$ cat config.mk
export PLATFORM = sky130hd
export DESIGN_NAME = mips_mc_ctrl_flat
export DESIGN_NICKNAME = d
export VERILOG_FILES = /design/src/rtl/mips_pkg.sv /design/src/rtl/mips_mc_ctrl_if.sv /design/src/rtl/mips_alu_dec.sv /design/src/rtl/mips_mc_ctrl.sv /design/src/flat_wrapper.sv
export SDC_FILE = /design/constraint.sdc
export NUM_CORES = 1
export LEC_CHECK = 0
export ABC_AREA = 1
export CORE_AREA = 2 2 59 61
export DETAILED_ROUTE_END_ITERATION = 10
export DIE_AREA = 0 0 61 63
export GPL_TIMING_DRIVEN = 0
export PLACE_DENSITY = 0.84
export RECOVER_POWER = 50
export SLEW_MARGIN = 20
export SYNTH_ARGS = -nofsm -noshare
export SYNTH_HDL_FRONTEND = slang
export SYNTH_SLANG_ARGS = --single-unit
$ cat constraint.sdc
create_clock -name clk -period 1.4 [get_ports clk]
set_clock_uncertainty 0.15 [all_clocks]
set_input_delay 0.21 -clock clk [delete_from_list [all_inputs] [get_ports clk]]
set_output_delay 0.21 -clock clk [all_outputs]
set_load 0.03 [all_outputs]
$ cat src/rtl/mips_pkg.sv
// Shared MIPS control definitions: opcode/func constants, ALU and extender codes, FSM states.
package mips_pkg;

    localparam int unsigned OP_W    = 6;
    localparam int unsigned FUNC_W  = 6;
    localparam int unsigned ALU_W   = 5;
    localparam int unsigned EXT_W   = 2;
    localparam int unsigned STATE_W = 4;
    localparam int unsigned CNT_W   = 8;

    localparam logic [OP_W-1:0] OP_R    = 6'b000000;
    localparam logic [OP_W-1:0] OP_J    = 6'b000010;
    localparam logic [OP_W-1:0] OP_BEQ  = 6'b000100;
    localparam logic [OP_W-1:0] OP_BNE  = 6'b000101;
    localparam logic [OP_W-1:0] OP_ADDI = 6'b001000;
    localparam logic [OP_W-1:0] OP_SLTI = 6'b001010;
    localparam logic [OP_W-1:0] OP_ORI  = 6'b001101;
    localparam logic [OP_W-1:0] OP_LUI  = 6'b001111;
    localparam logic [OP_W-1:0] OP_LW   = 6'b100011;
    localparam logic [OP_W-1:0] OP_SW   = 6'b101011;

    localparam logic [FUNC_W-1:0] FN_SLL = 6'b000000;
    localparam logic [FUNC_W-1:0] FN_SRL = 6'b000010;
    localparam logic [FUNC_W-1:0] FN_ADD = 6'b100000;
    localparam logic [FUNC_W-1:0] FN_SUB = 6'b100010;
    localparam logic [FUNC_W-1:0] FN_AND = 6'b100100;
    localparam logic [FUNC_W-1:0] FN_OR  = 6'b100101;
    localparam logic [FUNC_W-1:0] FN_SLT = 6'b101010;

    localparam logic [ALU_W-1:0] ALU_ADD = 5'd0;
    localparam logic [ALU_W-1:0] ALU_SUB = 5'd1;
    localparam logic [ALU_W-1:0] ALU_AND = 5'd2;
    localparam logic [ALU_W-1:0] ALU_OR  = 5'd3;
    localparam logic [ALU_W-1:0] ALU_SLT = 5'd4;
    localparam logic [ALU_W-1:0] ALU_SLL = 5'd5;
    localparam logic [ALU_W-1:0] ALU_SRL = 5'd6;
    localparam logic [ALU_W-1:0] ALU_LUI = 5'd7;

    localparam logic [EXT_W-1:0] EXT_ZERO = 2'd0;
    localparam logic [EXT_W-1:0] EXT_SIGN = 2'd1;
    localparam logic [EXT_W-1:0] EXT_LUI  = 2'd2;

    typedef enum logic [STATE_W-1:0] {
        ST_FETCH   = 4'd0,
        ST_DECODE  = 4'd1,
        ST_MEM_ADR = 4'd2,
        ST_MEM_RD  = 4'd3,
        ST_MEM_WB  = 4'd4,
        ST_MEM_WR  = 4'd5,
        ST_EXEC    = 4'd6,
        ST_R_WB    = 4'd7,
        ST_BRANCH  = 4'd8,
        ST_JUMP    = 4'd9,
        ST_I_EXEC  = 4'd10,
        ST_I_WB    = 4'd11,
        ST_HALT    = 4'd15
    } state_t;

endpackage

$ cat src/rtl/mips_mc_ctrl_if.sv
// Control <-> datapath/memory bundle: decoded fields and handshake in, per-state strobes out.
interface mips_mc_ctrl_if
    import mips_pkg::*;
#(
    parameter int unsigned ALUCTR_W = 5,
    parameter int unsigned EXTOP_W  = 2
);
    logic [OP_W-1:0]     op;
    logic [FUNC_W-1:0]   func;
    logic                zero;
    logic                mem_ready;
    logic                mem_req;
    logic                mem_wr;
    logic                i_or_d;
    logic                ir_wr;
    logic                pc_wr;
    logic                pc_wr_cond;
    logic [1:0]          pc_src;
    logic                alu_src_a;
    logic [1:0]          alu_src_b;
    logic [ALUCTR_W-1:0] alu_ctr;
    logic [EXTOP_W-1:0]  ext_op;
    logic                reg_wr;
    logic                reg_dst;
    logic                mem_to_reg;

    modport master (
        input  op, func, zero, mem_ready,
        output mem_req, mem_wr, i_or_d, ir_wr, pc_wr, pc_wr_cond, pc_src,
               alu_src_a, alu_src_b, alu_ctr, ext_op, reg_wr, reg_dst, mem_to_reg
    );

    modport slave (
        output op, func, zero, mem_ready,
        input  mem_req, mem_wr, i_or_d, ir_wr, pc_wr, pc_wr_cond, pc_src,
               alu_src_a, alu_src_b, alu_ctr, ext_op, reg_wr, reg_dst, mem_to_reg
    );
endinterface

$ cat src/rtl/mips_alu_dec.sv
// Combinational op/func decode to ALU operation plus a legal-instruction flag.
module mips_alu_dec
    import mips_pkg::*;
(
    input  logic [OP_W-1:0]   op,
    input  logic [FUNC_W-1:0] func,
    output logic [ALU_W-1:0]  alu_ctr,
    output logic              legal
);

    always_comb begin
        alu_ctr = ALU_ADD;
        legal   = 1'b1;
        case (op)
            OP_R: begin
                case (func)
                    FN_ADD:  alu_ctr = ALU_ADD;
                    FN_SUB:  alu_ctr = ALU_SUB;
                    FN_AND:  alu_ctr = ALU_AND;
                    FN_OR:   alu_ctr = ALU_OR;
                    FN_SLT:  alu_ctr = ALU_SLT;
                    FN_SLL:  alu_ctr = ALU_SLL;
                    FN_SRL:  alu_ctr = ALU_SRL;
                    default: legal   = 1'b0;
                endcase
            end
            OP_LW, OP_SW, OP_J, OP_ADDI: alu_ctr = ALU_ADD;
            OP_BEQ, OP_BNE:              alu_ctr = ALU_SUB;
            OP_ORI:                      alu_ctr = ALU_OR;
            OP_LUI:                      alu_ctr = ALU_LUI;
            OP_SLTI:                     alu_ctr = ALU_SLT;
            default:                     legal   = 1'b0;
        endcase
    end

endmodule

$ cat src/rtl/mips_mc_ctrl.sv
// Multi-cycle MIPS control FSM: per-state datapath strobes, memory wait states,
// access watchdog and sticky illegal-instruction trap.
module mips_mc_ctrl
    import mips_pkg::*;
#(
    parameter int unsigned ALUCTR_W = 5,
    parameter int unsigned EXTOP_W  = 2,
    parameter int unsigned MEM_WAIT = 1,
    parameter int unsigned TMO_CYC  = 255
) (
    input  logic               clk,
    input  logic               rst,
    mips_mc_ctrl_if.master     bus,
    output logic               illegal,
    output logic               mem_tmo,
    output logic [STATE_W-1:0] state_o
);

    localparam logic             WAIT_EN  = (MEM_WAIT != 0);
    localparam logic [CNT_W-1:0] TMO_LAST = CNT_W'(TMO_CYC - 1);

    state_t           state, state_nxt, dec_st;
    logic [CNT_W-1:0] cnt;
    logic             hold_c, illegal_set, tmo_set, ready_c, tmo_hit_c;
    logic             dec_legal;
    logic [ALU_W-1:0] dec_alu;

    logic             mem_req_c, mem_wr_c, i_or_d_c, ir_wr_c, pc_wr_c, pc_wr_cond_c;
    logic             alu_src_a_c, reg_wr_c, reg_dst_c, mem_to_reg_c;
    logic [1:0]       pc_src_c, alu_src_b_c;
    logic [ALU_W-1:0] alu_c;
    logic [EXT_W-1:0] ext_c;

    mips_alu_dec u_alu_dec (
        .op      (bus.op),
        .func    (bus.func),
        .alu_ctr (dec_alu),
        .legal   (dec_legal)
    );

    // While rst is high the idle HALT decode keeps every strobe quiet.
    assign dec_st    = rst ? ST_HALT : state;
    assign ready_c   = !WAIT_EN || bus.mem_ready;
    assign tmo_hit_c = WAIT_EN && (cnt == TMO_LAST);

    always_ff @(posedge clk) begin
        if (rst) begin
            state   <= ST_FETCH;
            cnt     <= '0;
            illegal <= 1'b0;
            mem_tmo <= 1'b0;
        end else begin
            state <= state_nxt;
            cnt   <= hold_c ? cnt + CNT_W'(1) : '0;
            if (illegal_set) illegal <= 1'b1;
            if (tmo_set)     mem_tmo <= 1'b1;
        end
    end

    always_comb begin
        state_nxt    = state;
        hold_c       = 1'b0;
        illegal_set  = 1'b0;
        tmo_set      = 1'b0;
        mem_req_c    = 1'b0;
        mem_wr_c     = 1'b0;
        i_or_d_c     = 1'b0;
        ir_wr_c      = 1'b0;
        pc_wr_c      = 1'b0;
        pc_wr_cond_c = 1'b0;
        pc_src_c     = 2'd0;
        alu_src_a_c  = 1'b0;
        alu_src_b_c  = 2'd0;
        alu_c        = ALU_ADD;
        ext_c        = EXT_ZERO;
        reg_wr_c     = 1'b0;
        reg_dst_c    = 1'b0;
        mem_to_reg_c = 1'b0;
        case (dec_st)
            ST_FETCH: begin
                mem_req_c   = 1'b1;
                alu_src_b_c = 2'd1;
                if (ready_c) begin
                    ir_wr_c   = 1'b1;
                    pc_wr_c   = 1'b1;
                    state_nxt = ST_DECODE;
                end else if (tmo_hit_c) begin
                    tmo_set   = 1'b1;
                    state_nxt = ST_HALT;
                end else begin
                    hold_c = 1'b1;
                end
            end
            ST_DECODE: begin
                alu_src_b_c = 2'd3;
                ext_c       = EXT_SIGN;
                if (!dec_legal) begin
                    illegal_set = 1'b1;
                    state_nxt   = ST_FETCH;
                end else begin
                    case (bus.op)
                        OP_R:           state_nxt = ST_EXEC;
                        OP_LW, OP_SW:   state_nxt = ST_MEM_ADR;
                        OP_BEQ, OP_BNE: state_nxt = ST_BRANCH;
                        OP_J:           state_nxt = ST_JUMP;
                        default:        state_nxt = ST_I_EXEC;
                    endcase
                end
            end
            ST_MEM_ADR: begin
                alu_src_a_c = 1'b1;
                alu_src_b_c = 2'd2;
                ext_c       = EXT_SIGN;
                state_nxt   = (bus.op == OP_SW) ? ST_MEM_WR : ST_MEM_RD;
            end
            ST_MEM_RD, ST_MEM_WR: begin
                mem_req_c = 1'b1;
                i_or_d_c  = 1'b1;
                mem_wr_c  = (dec_st == ST_MEM_WR);
                if (ready_c) begin
                    state_nxt = (dec_st == ST_MEM_WR) ? ST_FETCH : ST_MEM_WB;
                end else if (tmo_hit_c) begin
                    tmo_set   = 1'b1;
                    state_nxt = ST_HALT;
                end else begin
                    hold_c = 1'b1;
                end
            end
            ST_MEM_WB: begin
                reg_wr_c     = 1'b1;
                mem_to_reg_c = 1'b1;
                state_nxt    = ST_FETCH;
            end
            ST_EXEC: begin
                alu_src_a_c = 1'b1;
                alu_c       = dec_alu;
                state_nxt   = ST_R_WB;
            end
            ST_R_WB: begin
                reg_wr_c  = 1'b1;
                reg_dst_c = 1'b1;
                state_nxt = ST_FETCH;
            end
            ST_I_EXEC: begin
                alu_src_b_c = 2'd2;
                alu_c       = dec_alu;
                ext_c       = (bus.op == OP_ORI) ? EXT_ZERO :
                              (bus.op == OP_LUI) ? EXT_LUI  : EXT_SIGN;
                state_nxt   = ST_I_WB;
            end
            ST_I_WB: begin
                reg_wr_c  = 1'b1;
                state_nxt = ST_FETCH;
            end
            ST_BRANCH: begin
                alu_src_a_c  = 1'b1;
                alu_c        = ALU_SUB;
                pc_src_c     = 2'd1;
                pc_wr_cond_c = (bus.op == OP_BEQ) ? bus.zero : !bus.zero;
                state_nxt    = ST_FETCH;
            end
            ST_JUMP: begin
                pc_wr_c   = 1'b1;
                pc_src_c  = 2'd2;
                state_nxt = ST_FETCH;
            end
            ST_HALT:  state_nxt = ST_HALT;
            default:  state_nxt = ST_FETCH;
        endcase
    end

    assign bus.mem_req    = mem_req_c;
    assign bus.mem_wr     = mem_wr_c;
    assign bus.i_or_d     = i_or_d_c;
    assign bus.ir_wr      = ir_wr_c;
    assign bus.pc_wr      = pc_wr_c;
    assign bus.pc_wr_cond = pc_wr_cond_c;
    assign bus.pc_src     = pc_src_c;
    assign bus.alu_src_a  = alu_src_a_c;
    assign bus.alu_src_b  = alu_src_b_c;
    assign bus.alu_ctr    = ALUCTR_W'(alu_c);
    assign bus.ext_op     = EXTOP_W'(ext_c);
    assign bus.reg_wr     = reg_wr_c;
    assign bus.reg_dst    = reg_dst_c;
    assign bus.mem_to_reg = mem_to_reg_c;
    assign state_o        = state;

endmodule

$ cat src/flat_wrapper.sv
// flat-port wrapper written by rule: the top's interface ports become plain ports
module mips_mc_ctrl_flat import mips_pkg::*;
#(
    parameter int unsigned ALUCTR_W = 5,
    parameter int unsigned EXTOP_W  = 2,
    parameter int unsigned MEM_WAIT = 1,
    parameter int unsigned TMO_CYC  = 255
)
  (clk, rst, illegal, mem_tmo, state_o, bus_op, bus_func, bus_zero, bus_mem_ready, bus_mem_req, bus_mem_wr, bus_i_or_d, bus_ir_wr, bus_pc_wr, bus_pc_wr_cond, bus_pc_src, bus_alu_src_a, bus_alu_src_b, bus_alu_ctr, bus_ext_op, bus_reg_wr, bus_reg_dst, bus_mem_to_reg);
  mips_mc_ctrl_if #(.ALUCTR_W(ALUCTR_W), .EXTOP_W(EXTOP_W)) bus_i ();
  input  logic clk;
  input  logic rst;
  output logic illegal;
  output logic mem_tmo;
  output logic [STATE_W-1:0] state_o;
  input wire logic [$bits(bus_i.op)-1:0] bus_op;
  input wire logic [$bits(bus_i.func)-1:0] bus_func;
  input wire logic [$bits(bus_i.zero)-1:0] bus_zero;
  input wire logic [$bits(bus_i.mem_ready)-1:0] bus_mem_ready;
  output wire logic [$bits(bus_i.mem_req)-1:0] bus_mem_req;
  output wire logic [$bits(bus_i.mem_wr)-1:0] bus_mem_wr;
  output wire logic [$bits(bus_i.i_or_d)-1:0] bus_i_or_d;
  output wire logic [$bits(bus_i.ir_wr)-1:0] bus_ir_wr;
  output wire logic [$bits(bus_i.pc_wr)-1:0] bus_pc_wr;
  output wire logic [$bits(bus_i.pc_wr_cond)-1:0] bus_pc_wr_cond;
  output wire logic [$bits(bus_i.pc_src)-1:0] bus_pc_src;
  output wire logic [$bits(bus_i.alu_src_a)-1:0] bus_alu_src_a;
  output wire logic [$bits(bus_i.alu_src_b)-1:0] bus_alu_src_b;
  output wire logic [$bits(bus_i.alu_ctr)-1:0] bus_alu_ctr;
  output wire logic [$bits(bus_i.ext_op)-1:0] bus_ext_op;
  output wire logic [$bits(bus_i.reg_wr)-1:0] bus_reg_wr;
  output wire logic [$bits(bus_i.reg_dst)-1:0] bus_reg_dst;
  output wire logic [$bits(bus_i.mem_to_reg)-1:0] bus_mem_to_reg;
  assign bus_i.op = bus_op;
  assign bus_i.func = bus_func;
  assign bus_i.zero = bus_zero;
  assign bus_i.mem_ready = bus_mem_ready;
  assign bus_mem_req = bus_i.mem_req;
  assign bus_mem_wr = bus_i.mem_wr;
  assign bus_i_or_d = bus_i.i_or_d;
  assign bus_ir_wr = bus_i.ir_wr;
  assign bus_pc_wr = bus_i.pc_wr;
  assign bus_pc_wr_cond = bus_i.pc_wr_cond;
  assign bus_pc_src = bus_i.pc_src;
  assign bus_alu_src_a = bus_i.alu_src_a;
  assign bus_alu_src_b = bus_i.alu_src_b;
  assign bus_alu_ctr = bus_i.alu_ctr;
  assign bus_ext_op = bus_i.ext_op;
  assign bus_reg_wr = bus_i.reg_wr;
  assign bus_reg_dst = bus_i.reg_dst;
  assign bus_mem_to_reg = bus_i.mem_to_reg;
  mips_mc_ctrl #(.ALUCTR_W(ALUCTR_W), .EXTOP_W(EXTOP_W), .MEM_WAIT(MEM_WAIT), .TMO_CYC(TMO_CYC)) u_core (.clk(clk), .rst(rst), .bus(bus_i), .illegal(illegal), .mem_tmo(mem_tmo), .state_o(state_o));
endmodule
==> reports/metrics.yaml <==
power:
  sequentialPowerShare: 0.307
  switching_power_uw: 545.8
  power.density_cell_area_nw_per_um2: 528.9
  intPower_uw: 849.1
  combPwrFrac: 0.478
  p_leak_uw: 0.001234
  power_frac_clock: 0.215
  swShare: 0.3913
  ir_drop_mv: 0.3280
routing:
  postRouteAntennaNets: 0
  finalWirelength_um: 6302
  post-route-drc-count: 0
  vias: 1894
  dr.pass1.iters: 4
  wl_per_cell_um: 18.27
  via_density_per_instance: 5.490
  drt_first_iter_violations: 173
floorplan:
  fp.dieArea_um2: 3843
  die_w_um: 61
  fp-row-count: 21
  pin_count: 43
  design.core.area_um2: 3232
  chipHeight_um: 63
  initial_core_util: 0.3922
finish:
  fillerInstances: 179
  area_overhead_vs_synth_pct: 108.1
  post_route_cells_drive_above_1_share: 0.6120
  final_cell_count_no_fill: 345
  finalNetCount: 318
  insertedDiodeCount: 0
  final_cell_area_um2: 2638
placement:
  hpwl_dp_um: 2513
  pre_cts_ws_ns: -1.417
  post_dp_cell_area_um2: 1862
  place.detailed.instances: 298
  place.gp.congestion: 0.8531
  portBuffers: 40
worst_hold_path:
  hp-class: "input port to flip-flop"
global_route:
  total_track_usage: 0.2485
  via_count_of_the_first_global_routing_pass: 1646
  antenna_found_initial: 0
  maximum_number_of_pins_on_one_net_before_global_route_repair: 9
  global_route_wire_length_before_repair_um: 7396
  gr-total-overflow: 0
sta:
  rsz0062_at_grt: "yes"
  hold_viol: 0
  fmax_ghz: 0.5014
  report.final.setup_viol: 33
  setup_ws_ns: -0.5943
  drv_slew: 0
  timing.final.crit_share: 1.424
  finalWorstPathRequiredPeriod_ns: 1.994
status:
  run_status: "finished with violations"
  failed_checks: "setup timing"
synthesis:
  syn_area_per_cell_um2: 6.007
  netlist-cell-type-count: 32
  yosys_register_bits: 14
  mappedNetlistArea_um2: 1267
  syn_inst: 211
  ys_warn_count: 0
  synth_seq_area_share: 0.2211
setup_path:
  buffer_and_inverter_count_on_the_worst_path: 3
  cpMaxStageDelayCell: "dfxtp_4"
  timing.critical_path.cells: "nor2_4 > inv_2 > nor2_4 > nand2_4 > nand2_4 > o21ai_4 > nand2_2 > nand2_2 > inv_2 > buf_6"
  timing.critical_path.slowest_cell_delay_ns: 0.38
  critical_path_at_ns: 1.63
  cp.required_ns: 1.04
  timing.setup.critical_path_class: "flip-flop to output port"
  path_delay_family: "simple AND/OR/NAND/NOR gates"
  maximum_fanout_encountered_on_the_critical_timing_path: 4
  worst_setup_path_end_kind: "output port"
  critical_path.startpoint_type: "flip-flop"
cts:
  cts_tree: "built"
  clkSinkCount: 14
  clockRootBuffer: "clkbuf_4"
  clock_latency_ns: 0.28
  cts.reportedPaths.clkPinSlew_ns: 0.10
  clock_path_buffers: 2
  cts_h_tree_depth: 1
  cts_buffers: 3
job:
  cap_viol_max_count: 0
-- logic make-up after synthesis --
| logic type | share of synthesized area |
|---|---|
| xor gates and xnor gates | 0.03455 |
| other | 0.002959 |
| DFF | 0.2211 |
| adders and majority gates | 0.01974 |
| and+or+nand+nor | 0.4906 |
| buffers and inverters | 0.1273 |
| AOI/OAI and AO/OA | 0.1037 |
-- placed cells by master (no fill, tap or decap), types with 4 or more instances in the layout --
| cell type | count |
|---|---|
| nand2_1 | 25 |
| dfxtp_1 | 10 |
| buf_6 | 36 |
| xor2_1 | 4 |
| inv_1 | 19 |
| nand2_2 | 9 |
| nand3_4 | 4 |
| clkbuf_2 | 4 |
| buf_4 | 27 |
| dlymetal6s2s_1 | 4 |
| nor2_4 | 20 |
| dfxtp_4 | 4 |
| nor2_2 | 12 |
| nand2_4 | 8 |
| a21oi_4 | 4 |
| nand4_1 | 5 |
| a21oi_2 | 8 |
| inv_2 | 12 |
| nand3_1 | 10 |
| nand3_2 | 8 |
| nor2_1 | 19 |
-- path summary, 6_finish.rpt --
path	startpoint	cells after the start	to	slack (ns)
worst min-delay path	bus_op[5]	6	u_core.state_o[2]	0.24
worst max-delay path	u_core.state_o[0]	10	bus_alu_ctr[1]	-0.59
worst min register to register	u_core.illegal	2	u_core.illegal	0.34
worst max register to register	u_core.state_o[1]	9	u_core.cnt[2]	-0.50
-- area by class of cell --
class / instances / area, um^2 / share of cell area
Timing Repair Buffer: 83 / 819.5 / 0.3107
Multi-Input combinational cell: 159 / 1255 / 0.4758
Tap cell: 46 / 57.56 / 0.02182
Inverter: 36 / 147.6 / 0.05598
Clock buffer: 4 / 36.28 / 0.01376
Buffer: 3 / 26.28 / 0.009962
Sequential cell: 14 / 295.3 / 0.1120
-- stage by stage --
| stage | utilization | total power, uW | hold slack [ns] | TNS, ns |
|---|---|---|---|---|
| 2_1_floorplan | - | 678.3 | 0.2554 | -3.033 |
| 3_3_place_gp | 0.5761 | 813.1 | 0.2945 | -26.73 |
| 3_5_place_dp | 0.5761 | 818.7 | 0.2942 | -27.69 |
| 4_1_cts | 0.7174 | 1222 | 0.1896 | -9.298 |
| 5_1_grt | 0.8161 | 1436 | 0.2775 | -15.94 |
| 6_report | 0.8161 | 1395 | 0.2423 | -14.48 |
-- Yosys cell counts --
| cell | instances | area share |
|---|---|---|
| xor2_1 | 4 | 0.028 |
| nor2_1 | 40 | 0.12 |
| nand4_1 | 5 | 0.025 |
| nor3_4 | 1 | 0.013 |
| nor2b_1 | 1 | 0.0049 |
| and3_1 | 1 | 0.0049 |
| inv_1 | 29 | 0.086 |
| nand2_2 | 3 | 0.015 |
| ha_1 | 2 | 0.020 |
| inv_2 | 6 | 0.018 |
| a21oi_2 | 3 | 0.021 |
| nand3_1 | 20 | 0.079 |
| a21oi_1 | 11 | 0.043 |
| clkinv_1 | 1 | 0.0030 |
| a31oi_1 | 2 | 0.0099 |
| nor2_2 | 8 | 0.039 |
| o21ai_0 | 4 | 0.016 |
| nand2_4 | 1 | 0.0089 |
| dfxtp_1 | 14 | 0.22 |
| nand3_4 | 1 | 0.014 |
| conb_1 | 1 | 0.0030 |
| nor3_1 | 1 | 0.0039 |
| nor2_4 | 3 | 0.027 |
| nand3_2 | 1 | 0.0079 |
| nor3b_2 | 1 | 0.0099 |
| o211ai_1 | 1 | 0.0059 |
| xnor2_1 | 1 | 0.0069 |
| and2_1 | 1 | 0.0049 |
| nand2_1 | 39 | 0.12 |
| buf_6 | 1 | 0.0089 |
| o21ai_1 | 2 | 0.0079 |
| buf_4 | 2 | 0.012 |
-- per-layer routing --
layer  GRT usage  wire length (um)
met1      0.2597              2207
met2      0.4583              3218
met3     0.04762               495
met4      0.1060               381
met5           0                 0
-- power groups by stage --
stage                     Combinational [uW]  Sequential (uW)  Clock [uW]
after detailed placement                 382              437           0
final                                    667              428         300
after CTS                                501              426         295
after floorplan                          229              449           0
after global routing                     694              428         314
after global placement                   377              436           0
-- worst register-to-register path, stage by stage (launching register included) --
cell	delay, ns
dfxtp_4	0.38
buf_4	0.14
nor2_4	0.17
nand2_8	0.09
nor2_4	0.18
nor2_4	0.08
nand2_4	0.09
buf_8	0.14
nand3_4	0.15
nor3b_2	0.23
-- registers in the layout, indices dropped and copies added (netlist names) --
register	cells
u_core.cnt	8
u_core.illegal	1
u_core.mem_tmo	1
u_core.state_o	4
-- what timing repair did --
item | in CTS | in global routing
hold buffers | 0 | 0
resized for setup | 228 | 62
setup buffers | 29 | 19
pin swaps | 36 | 26
endpoints found under the setup margin | 39 | 37
(Power assumes the default switching activity.)
